===== src/rtl/button_conditioner.sv =====
// ============================================================================
// button_conditioner
//   Debounces raw pushbuttons into clean levels and one-cycle press pulses,
//   with optional hold-to-auto-repeat per channel. Timing advances on CE only.
//   Revision: 1.0
// ============================================================================
`default_nettype none

module button_conditioner #(
  parameter int             N               = 3,
  parameter int             DEBOUNCE_CYCLES = 20000,
  parameter int             REPEAT_DELAY    = 500000,
  parameter int             REPEAT_PERIOD   = 100000,
  parameter logic [N-1:0]   REPEAT_MASK     = 3'b100
) (
  input  logic         CLK,
  input  logic         CLR,
  input  logic         CE,
  input  logic [N-1:0] BTN_RAW,
  output logic [N-1:0] BTN_LEVEL,
  output logic [N-1:0] BTN_PULSE
);

  localparam int c_DBW  = $clog2(DEBOUNCE_CYCLES + 1);
  localparam int c_RMAX = (REPEAT_DELAY > REPEAT_PERIOD) ? REPEAT_DELAY : REPEAT_PERIOD;
  localparam int c_RCW  = $clog2(c_RMAX + 1);

  // Terminal values: a count sitting at these reaches the target on this CE cycle.
  localparam logic [c_DBW-1:0] c_DB_LAST = c_DBW'(DEBOUNCE_CYCLES - 1);
  localparam logic [c_RCW-1:0] c_RD_LAST = c_RCW'(REPEAT_DELAY - 1);
  localparam logic [c_RCW-1:0] c_RP_LAST = c_RCW'(REPEAT_PERIOD - 1);

  typedef enum logic [1:0] {
    S_IDLE   = 2'd0,
    S_HOLD   = 2'd1,
    S_REPEAT = 2'd2
  } state_t;

  logic [N-1:0] r_s1;
  logic [N-1:0] r_s2;

  // Synchronizer runs every cycle so CE gating never stretches metastability windows.
  always_ff @(posedge CLK) begin
    if (CLR) begin
      r_s1 <= '0;
      r_s2 <= '0;
    end else begin
      r_s1 <= BTN_RAW;
      r_s2 <= r_s1;
    end
  end

  for (genvar i = 0; i < N; i++) begin : g_ch
    logic [c_DBW-1:0] r_cnt;
    logic             r_lvl;
    logic             r_pls;
    logic [c_RCW-1:0] r_rcnt;
    logic [c_RCW-1:0] w_rcnt_nxt;
    state_t           r_state;
    state_t           w_state_nxt;
    logic             w_pls_nxt;
    logic             w_accept;
    logic             w_rise;
    logic             w_fall;

    assign w_accept = CE && (r_s2[i] != r_lvl) && (r_cnt == c_DB_LAST);
    assign w_rise   = w_accept && !r_lvl;
    assign w_fall   = w_accept &&  r_lvl;

    always_ff @(posedge CLK) begin
      if (CLR) begin
        r_cnt <= '0;
        r_lvl <= 1'b0;
      end else if (CE) begin
        if (r_s2[i] != r_lvl) begin
          if (r_cnt == c_DB_LAST) begin
            r_lvl <= r_s2[i];
            r_cnt <= '0;
          end else begin
            r_cnt <= r_cnt + 1'b1;
          end
        end else begin
          r_cnt <= '0;
        end
      end
    end

    always_ff @(posedge CLK) begin
      if (CLR) begin
        r_state <= S_IDLE;
        r_rcnt  <= '0;
        r_pls   <= 1'b0;
      end else if (CE) begin
        r_state <= w_state_nxt;
        r_rcnt  <= w_rcnt_nxt;
        r_pls   <= w_pls_nxt;
      end else begin
        r_pls   <= 1'b0;
      end
    end

    // Release is checked first so it wins over a repeat falling due the same cycle.
    always_comb begin
      w_state_nxt = r_state;
      w_rcnt_nxt  = r_rcnt;
      w_pls_nxt   = 1'b0;
      case (r_state)
        S_IDLE: begin
          if (w_rise) begin
            w_pls_nxt   = 1'b1;
            w_rcnt_nxt  = '0;
            w_state_nxt = S_HOLD;
          end
        end
        S_HOLD: begin
          if (w_fall) begin
            w_rcnt_nxt  = '0;
            w_state_nxt = S_IDLE;
          end else if (REPEAT_MASK[i]) begin
            if (r_rcnt == c_RD_LAST) begin
              w_pls_nxt   = 1'b1;
              w_rcnt_nxt  = '0;
              w_state_nxt = S_REPEAT;
            end else begin
              w_rcnt_nxt  = r_rcnt + 1'b1;
            end
          end
        end
        S_REPEAT: begin
          if (w_fall) begin
            w_rcnt_nxt  = '0;
            w_state_nxt = S_IDLE;
          end else if (r_rcnt == c_RP_LAST) begin
            w_pls_nxt   = 1'b1;
            w_rcnt_nxt  = '0;
          end else begin
            w_rcnt_nxt  = r_rcnt + 1'b1;
          end
        end
        default: begin
          w_rcnt_nxt  = '0;
          w_state_nxt = S_IDLE;
        end
      endcase
    end

    assign BTN_LEVEL[i] = r_lvl;
    assign BTN_PULSE[i] = r_pls;
  end

endmodule

`default_nettype wire


===== config.mk =====
export PLATFORM = sky130hd
export DESIGN_NAME = button_conditioner
export DESIGN_NICKNAME = d
export VERILOG_FILES = /design/src/rtl/button_conditioner.sv
export SDC_FILE = /design/constraint.sdc
export NUM_CORES = 1
export LEC_CHECK = 0
export BUFFER_PORTS_ARGS = -buffer_cell sky130_fd_sc_hd__buf_2
export CAP_MARGIN = 20
export CORE_MARGIN = 3
export CORE_UTILIZATION = 39
export CTS_BUF_LIST = sky130_fd_sc_hd__clkbuf_8
export DETAILED_ROUTE_END_ITERATION = 12
export PLACE_DENSITY = 0.63
export REMOVE_ABC_BUFFERS = 1
export SKIP_LAST_GASP = 1
export SLEW_MARGIN = 20
export SYNTH_ARGS = -nofsm -noshare
export SYNTH_HDL_FRONTEND = slang
export SYNTH_SLANG_ARGS = --single-unit

===== constraint.sdc =====
create_clock -name CLK -period 3.1 [get_ports CLK]
set_input_delay 0.93 -clock CLK [delete_from_list [all_inputs] [get_ports CLK]]
set_output_delay 0.93 -clock CLK [all_outputs]
set_load 0.01 [all_outputs]

Word-level counts from Yosys, hierarchy flattened
Index checks and enable logic that the tools add are counted.
- eq/ne operators: 25
- bitwise gates (word level): 1
- reduce and logical (&&, ||, !) cells: 30
- multiplexer cells: 47
- add/sub/neg operators: 6
- operator list (operator ; count):
    two-way mux 19 bit ; 13
    one-hot mux 19 bit (3 select lines) ; 3
    two-way mux 15 bit ; 6
    adder 19 x 1 -> 19 bit, second input constant ; 3
    equality test 19 x 17 -> 1 bit, second input constant ; 3
    adder 15 x 1 -> 15 bit, second input constant ; 3
    equality test 15 bit, second input constant ; 3
    AND reduction 3 bit ; 7
    equality test 19 bit, second input constant ; 1
    two-way mux 2 bit ; 8
    logical AND 1 bit ; 12
    inequality test 2 bit, second input constant ; 6
    two-way mux 1 bit ; 11
    one-hot mux 2 bit (2 select lines) ; 2
    equality test 2 x 1 -> 1 bit, second input constant ; 3
    equality test 2 bit, second input constant ; 3
    logical NOT 2 bit ; 3
    one-hot mux 2 bit (3 select lines) ; 1
    OR reduction 2 bit ; 3
    inequality test 2 x 1 -> 1 bit, second input constant ; 2
    one-hot mux 1 bit (2 select lines) ; 2
    AND reduction 4 bit ; 1
    logical NOT 1 bit ; 3
    inequality test 1 bit ; 3
    4 further kinds ; 4
- bits of input ports: 6
- output and inout bits: 6
- register bits after elaboration: 120
- word-level logic and storage cells: 126

Longest topological paths before layout
Gate-level depths: netlist (run 1).
- word-level depth: 6
- mapped depth: 8
- mapped depth without buffers: 7

Least setup slack after synthesis (run 1)
OpenSTA, ideal clock, no wires.
- kind: in2reg
- from: input CE
- to: register g_ch[2].r_cnt[9]
- arrival: 2.327 ns
- path slack: 0.703 ns
- stages: 7
- data required time: 3.030 ns
- buffers on the path: 2
- cell sequence: clkbuf_1 and2_1 buf_2 nand2_1 or2_1 or3_1 a21oi_1
- RTL lines (item ; RTL line ; source):
    from (decl) ; 18 ; input logic CE,
    to (signal assigned) ; 80 ; r_cnt <= r_cnt + 1'b1;
    to (decl) ; 54 ; logic [c_DBW-1:0] r_cnt;

Worst setup path in the final report (run 1)
- from: register g_ch[2].r_cnt[0]
- to: register g_ch[2].r_rcnt[9]
- cells in the longest elaborated chain, start to end: 5
- RTL lines (item ; RTL line ; source):
    equality test 15 bit (*) ; 66 ; assign w_accept = CE && (r_s2[i] != r_lvl) && (r_cnt == c_DB_LAST);
    logical AND 1 bit (*) ; 66 ;
    logical AND 1 bit (on tied branches) ; 68, 67 ;
    two-way mux 19 bit, or another cell as far along ; 130 ; if (w_fall) begin
    one-hot mux 19 bit (3 select lines) or AND reduction 2 bit (tied branches) ; - ;
    to (signal assigned) ; 95 ; r_rcnt <= w_rcnt_nxt;
    to (decl) ; 57 ; logic [c_RCW-1:0] r_rcnt;
Mark *: on every way between the ends. The rest lies on a longest branch, timed or not.
A chain may end at the register's enable or synchronous reset.

==> qor.yml, run 1 <==
status:
  status: "finished, final reports clean"
route:
  routed_wl_mm: 8.81
  vias_per_cell: 5.54
  detail-route-antenna-nets: 0
  drc: 0
  drt_pass1_iterations: 5
  drtIter0Drc: 279
  route.detailed.wl_per_inst_um: 13.4
  vias: 3648
die:
  ios: 12
  die_area_um2: 11900
  core_um2: 10300
  initial_utilization_pct: 40.2
  rows: 37
  dieWidth_um: 109
  dieHeight_um: 109
setup_path:
  reg2reg_depth: 7
  end_kind: "register"
  crit_arrival_ns: 2.75
  regToRegSetupSlack_ns: 0.62
  crit_fanout: 25
  crit-reg2reg-launch: "g_ch[2].r_cnt[0]$_SDFFE_PP0P_"
  worstPathRequired_ns: 3.37
  slowest_stage: "a211oi_4"
  rr_endpoint: "g_ch[2].r_rcnt[9]$_SDFFE_PP0P_"
  path_class: "reg -> reg"
  cpPeakStageDelay_ns: 0.51
  critPathLaunchType: "register"
  path_cells: "ha_1, and4_1, nand4_2, o22a_4, a211oi_4, nand3_1, a31oi_1"
clock_tree:
  hold_buffers: 0
  tritoncts.num_buffers: 9
  clkTransAtPathRegs_ns: 0.09
  cts_tree: "done"
  cts.sinks: 80
  cts_max_level: 3
  cts_buffer_depth: 2
  cts_setup_buffers: 0
  root_buffer: "clkbuf_8"
  clock_latency_ns: 0.35
  cts_resized: 0
worst_hold_path:
  worstHoldPathType: "reg -> reg"
  hp-start: "g_ch[0].r_state[0]$_SDFFE_PP0P_"
  holdPathEnd: "g_ch[0].r_pls$_SDFF_PP0_"
  min_path_cells: 1
global_route:
  overflow: 0
  grt_usage_pct: 16.0
  grt_pass1_vias: 3442
  antenna_found_initial: 0
  grt_pass1_wl_mm: 15.8
  grt_max_degree: 33
final_layout:
  stdcell_area_um2: 4490
  final_nets: 532
  antenna_cells: 0
  final_layout_size_suffix_gt1_share_pct: 8.60
  final_util_pct: 43.5
  syn_to_final_growth_pct: 8.23
  layout.cells.non_filler: 659
logic_synthesis:
  ys_seq_area_share_pct: 38.6
  synth_top_flop_cell: "dfxtp_1"
  ys_async_sr_fraction_pct: 0
  ys_warn_count: 0
  synth.distinct_cells: 53
  synth_area_leaders: "dfxtp_1 (39%), nand2_1 (5.8%), nor2_1 (5.4%)"
  synth_seq_cells: 80
  synth_largest_area_cell: "dfxtp_1"
  synthCells: 521
  synth_edf_count: 0
  synth.top_cell.area_share_pct: 38.6
  syn_avg_cell_area_um2: 7.96
  syn-cell-area_um2: 4150
pwr:
  ir_drop_v: 0.000222
  p_total_mw: 1.94
  power.density_nw_per_um2: 432
  p_leak_nw: 1.41
sta:
  finalCriticalPeriod_ns: 2.48
  rsz0062_at_grt: "false"
  drv_slew: 0
  setup_tns_ns: 0
  setup_viol: 0
  tightestPinTransition_ns: 0.796
  hold_viol: 0
  max_slew_margin_pct: 46.5
  finalCritPeriodShare_pct: 80.0
  worst_slack_ns: 0.621
  clock_skew_ns: 0.00993
  worst_hold_slack_ns: 0.429
  clock.fmax_mhz: 403
run:
  maxCapViolations: 0
placed_design:
  place_ws_ns: 0.471
  port_buffers: 11
  place_area_um2: 4270
  hpwl_mm: 5.83
  dp.cells: 643
  gp_congestion: 0.796
==> critical path: cells and delay by family, from the launching register on <==
kind	cells	cell delay [ns]
AO/OA/AOI/OAI	3	1.10
AND/OR/NAND/NOR	3	0.65
adder cells (fa/ha/maj)	1	0.26
flip-flops	1	0.41
==> cell usage after synthesis (all sizes together), types with 4 or more instances <==
cell type  count
a21oi         31
a22oi          7
a311oi        14
a31oi         15
a41oi          7
and2           4
and3          11
and4           8
buf           12
clkbuf        20
dfxtp         80
ha             8
inv           11
mux2i          5
nand2         64
nand2b         5
nand3         36
nand3b        11
nand4          7
nor2          60
nor2b         10
nor3          12
nor3b          8
nor4          10
o21ai         28
or3            5
xnor2          5
==> metal layers <==
layer  up-vias  global-route usage (%)  part of all wire [%]
li1       1886                       -                     -
met1      1717                    21.4                    50
met2        43                    26.1                    47
met3         2                    4.20                   2.7
met4         0                    3.34                  0.33
met5         -                       0                     0
==> kinds of logic after synthesis <==
family	count (synthesis)	synth area share, %
compound gates	114	18.0
xor+xnor	8	1.69
fa+ha+maj	8	2.41
buf+inv	43	4.73
flops	80	38.6
mux	6	1.48
simple gates	262	33.1
==> where the power goes <==
part	total [mW]	switching [mW]	internal [mW]	leakage (nW)
clock network	0.839	0.384	0.455	0.110
logic	0.0673	0.0479	0.0195	0.651
registers	1.03	0.00311	1.03	0.645
==> placed cells by master (no fill, tap or decap), types with 4 or more instances in the layout <==
cell,count
and4_1,8
dfxtp_1,80
buf_2,11
xnor2_1,5
nor2_1,60
nand3_1,36
or3_1,5
nand4_1,6
o21ai_0,25
nand2b_1,5
a22oi_1,7
nand3b_1,11
ha_1,8
mux2i_1,5
buf_4,7
a41oi_1,7
clkbuf_8,9
nor2b_1,10
and3_1,11
a21oi_1,31
a31oi_1,15
nand2_1,64
and2_1,4
nor3_1,10
nor3b_1,8
a311oi_1,14
nor4_1,7
inv_1,11
==> state kept, by name, summed over array words and instances (netlist names) <==
name          flops
g_ch.r_cnt       45
g_ch.r_lvl        3
g_ch.r_pls        3
g_ch.r_rcnt      19
g_ch.r_state      4
r_s1              3
r_s2              3
==> layout make-up <==
cell class | instances | area, um^2
clock buffers | 9 | 124
clock inverters | 7 | 95.1
fillers | 1021 | 5830
inverters | 11 | 41.3
multi-input cells | 398 | 2350
flip-flops and latches | 80 | 1600
well taps | 136 | 170
repair buffers | 18 | 108
==> worst max-delay path by stage <==
stage | startpoint | endpoint
6_report | g_ch[2].r_cnt[0]$_SDFFE_PP0P_ | g_ch[2].r_rcnt[9]$_SDFFE_PP0P_
5_1_grt | g_ch[2].r_cnt[0]$_SDFFE_PP0P_ | g_ch[2].r_rcnt[9]$_SDFFE_PP0P_
4_1_cts | g_ch[2].r_cnt[0]$_SDFFE_PP0P_ | g_ch[2].r_rcnt[9]$_SDFFE_PP0P_
3_5_place_dp | CE | g_ch[2].r_rcnt[9]$_SDFFE_PP0P_
3_3_place_gp | CE | g_ch[2].r_cnt[9]$_SDFFE_PP0P_
2_1_floorplan | CE | g_ch[2].r_rcnt[8]$_SDFFE_PP0P_
Note: power is estimated with default switching activity, not from simulation.
==> run 2: changes to the inputs <==
--- a/config.mk
+++ b/config.mk
@@ -5,6 +5,7 @@
 export SDC_FILE = /design/constraint.sdc
 export NUM_CORES = 1
 export LEC_CHECK = 0
+export ABC_AREA = 1
 export BUFFER_PORTS_ARGS = -buffer_cell sky130_fd_sc_hd__buf_2
 export CAP_MARGIN = 20
 export CORE_MARGIN = 3
==> constraint.sdc (replaced) <==
create_clock -name CLK -period 2.3 [get_ports CLK]
set_input_delay 0.69 -clock CLK [delete_from_list [all_inputs] [get_ports CLK]]
set_output_delay 0.69 -clock CLK [all_outputs]
set_load 0.01 [all_outputs]
==> run 2 against run 1 <==
  * Die area is 6.1% higher
  * Power is 29% higher
  * Area after synthesis up 6.4%
  * Sequential share of layout area down 1.9 points
==> qor.yml, run 2 <==
status:
  status: "finished, final reports clean"
clock_tree:
  cts.sinks: 80  # unchanged
  clkTransAtPathRegs_ns: 0.08  # about the same
  cts_setup_buffers: 0  # unchanged
  hold_buffers: 0  # unchanged
  cts_buffer_depth: 2  # unchanged
  clock_latency_ns: 0.36  # about the same
  cts_tree: "done"
  cts_max_level: 3  # unchanged
  tritoncts.num_buffers: 9  # unchanged
  cts_resized: 0  # unchanged
  root_buffer: "clkbuf_8"
global_route:
  antenna_found_initial: 0  # unchanged
  overflow: 0  # unchanged
  grt_pass1_wl_mm: 16.8  # +6.5%
  grt_pass1_vias: 3728  # +8.3%
  grt_usage_pct: 15.8  # -0.28 points
  grt_max_degree: 35  # +6.1%
setup_path:
  crit-reg2reg-launch: "g_ch[2].r_rcnt[0]$_SDFFE_PP0P_"
  cpPeakStageDelay_ns: 0.44  # -0.07 ns
  rr_endpoint: "g_ch[2].r_rcnt[18]$_SDFFE_PP0P_"
  end_kind: "register"
  path_cells: "ha_1, nand3_1, inv_1, nand2_1, nor2_2, nand3_1, nor2_1, nand3_1, nand2_1, nand3_1, nor2_1"
  critPathLaunchType: "register"
  timing.critical_path.mode_cell: "nand3_1"
  worstPathRequired_ns: 2.60  # -0.77 ns
  regToRegSetupSlack_ns: 0.38  # -0.24 ns
  path_class: "reg -> reg"
  crit_fanout: 4  # -84%
  slowest_stage: "dfxtp_1"
  crit_arrival_ns: 2.22  # -0.53 ns
  reg2reg_depth: 11  # +4
sta:
  hold_viol: 0  # unchanged
  clock_skew_ns: 0.00947  # -0.000462 ns
  drv_slew: 0  # unchanged
  worst_slack_ns: 0.385  # -0.236 ns
  tightestPinTransition_ns: 0.460  # -0.336 ns
  finalCritPeriodShare_pct: 83.3  # +3.3 points
  rsz0062_at_grt: "false"
  finalCriticalPeriod_ns: 1.92  # -0.564 ns
  setup_tns_ns: 0  # unchanged
  clock.fmax_mhz: 522  # +29%
  max_slew_margin_pct: 69.0  # +23 points
  setup_viol: 0  # unchanged
logic_synthesis:
  synth_largest_area_cell: "dfxtp_1"
  ys_async_sr_fraction_pct: 0  # unchanged
  yosys-top-cells-count: "nand2_1 (157), inv_1 (84), dfxtp_1 (80)"
  synth.distinct_cells: 41  # -23%
  ys_warn_count: 0  # unchanged
  synthCells: 667  # +28%
  synth_area_leaders: "dfxtp_1 (36%), nand2_1 (13%), nand3_1 (8.2%)"
  synth_edf_count: 0  # unchanged
  synth_most_common_cell: "nand2_1"
  synth_seq_cells: 80  # unchanged
  synth_top_flop_cell: "dfxtp_1"
  synth.top_cell.area_share_pct: 36.3  # -2.3 points
  syn-cell-area_um2: 4420  # +6.4%
  syn_avg_cell_area_um2: 6.62  # -17%
  ys_seq_area_share_pct: 36.3  # -2.3 points
placed_design:
  place_ws_ns: 0.227  # -0.245 ns
  gp_congestion: 0.927  # +16%
  hpwl_mm: 6.86  # +18%
  port_buffers: 11  # unchanged
die:
  rows: 38  # +2.7%
  dieWidth_um: 112  # +3.0%
  initial_utilization_pct: 40.4  # +0.19 points
  ios: 12  # unchanged
  core_um2: 10900  # +5.9%
  dieHeight_um: 112  # +3.0%
  die_area_um2: 12600  # +6.1%
route:
  vias: 4109  # +13%
  route.detailed.wl_per_inst_um: 11.8  # -12%
  detail-route-antenna-nets: 0  # unchanged
  drtIter0Drc: 240  # -14%
  drc: 0  # unchanged
  routed_wl_mm: 9.62  # +9.3%
  vias_per_cell: 5.03  # -9.1%
  drt_pass1_iterations: 6  # +1
pwr:
  ir_drop_v: 0.000429  # +93%
  power.density_nw_per_um2: 526  # +22%
  p_leak_nw: 1.88  # +34%
final_layout:
  mostFrequentLayoutCells: "nand2_1 (157), inv_1 (85), dfxtp_1 (80)"
  largest-register: "g_ch.r_cnt"
  layout_commonest_cell: "nand2_1"
  final_layout_size_suffix_gt1_share_pct: 9.01  # +0.41 points
  final_nets: 686  # +29%
  syn_to_final_growth_pct: 7.54
  antenna_cells: 0  # unchanged
  top_regs: "g_ch.r_cnt (45), g_ch.r_rcnt (19), g_ch.r_state (4)"
  final_util_pct: 43.4  # -0.077 points
  largest_reg_flops: 45  # unchanged
worst_hold_path:
  holdPathEnd: "r_s2[0]$_SDFF_PP0_"
  min_path_cells: 2  # +1
  worstHoldPathType: "reg -> reg"
  hp-start: "r_s1[0]$_SDFF_PP0_"
run:
  maxCapViolations: 0  # unchanged
run 2: report_power, final:
part,internal [mW],leakage (nW),switching (mW)
clock,0.382,0.0899,0.531
combinational,0.0534,1.14,0.125
sequential,1.40,0.646,0.0105
run 2: layout make-up:
cell class              instances  area, um^2
inverters                      87         327
clock buffers                   9         124
repair buffers                 19         128
clock inverters                 7        40.0
multi-input cells             475        2350
well taps                     140         175
flip-flops and latches         80        1600
fillers                      1153        6190
run 2: kinds of logic (layout without fill, tap and decap cells):
family	after synthesis	in the layout	share of synthesized area (%)
simple gates	360	360	36.4
buf+inv	112	122	10.4
compound gates	99	99	12.9
flops	80	80	36.3
fa+ha+maj	8	8	2.27
xor+xnor	8	8	1.76
run 2: critical path: cells and delay by family (launching register included):
family                     cells  cell delay, ns
and+or+nand+nor                9            1.03
adders and majority gates      1            0.23
buffers and inverters          1            0.17
DFF                            1            0.44
run 2: worst max-delay path by stage:
stage / startpoint / to / cells past startpoint / slack [ns]
global route: g_ch[2].r_rcnt[0]$_SDFFE_PP0P_ / g_ch[2].r_rcnt[18]$_SDFFE_PP0P_ / 11 / 0.18
finish: g_ch[2].r_rcnt[0]$_SDFFE_PP0P_ / g_ch[2].r_rcnt[18]$_SDFFE_PP0P_ / 11 / 0.38
floorplan: CE / g_ch[2].r_rcnt[0]$_SDFFE_PP0P_ / 7 / 0.09
CTS: g_ch[2].r_rcnt[0]$_SDFFE_PP0P_ / g_ch[2].r_rcnt[18]$_SDFFE_PP0P_ / 11 / 0.38
global placement: CE / g_ch[2].r_state[0]$_SDFFE_PP0P_ / 10 / 0.27
detailed placement: CE / g_ch[2].r_state[0]$_SDFFE_PP0P_ / 10 / 0.23
run 2: routing by layer:
| metal | vias up | wire length (um) | track usage, % |
|---|---|---|---|
| li1 | 2163 | - | - |
| met1 | 1855 | 4710 | 21.7 |
| met2 | 81 | 4370 | 24.7 |
| met3 | 10 | 424 | 3.18 |
| met4 | 0 | 110 | 5.53 |
| met5 | - | 0 | 0 |
run 2: metrics by stage:
stage	area [um^2]	hold slack [ns]	total power, mW	cells
after floorplan	4280	0.388	1.55	642
after global placement	4580	0.400	1.62	801
after detailed placement	4580	0.405	1.62	801
after CTS	4750	0.412	2.53	817
after global routing	4750	0.430	2.60	817
final	4750	0.408	2.50	817
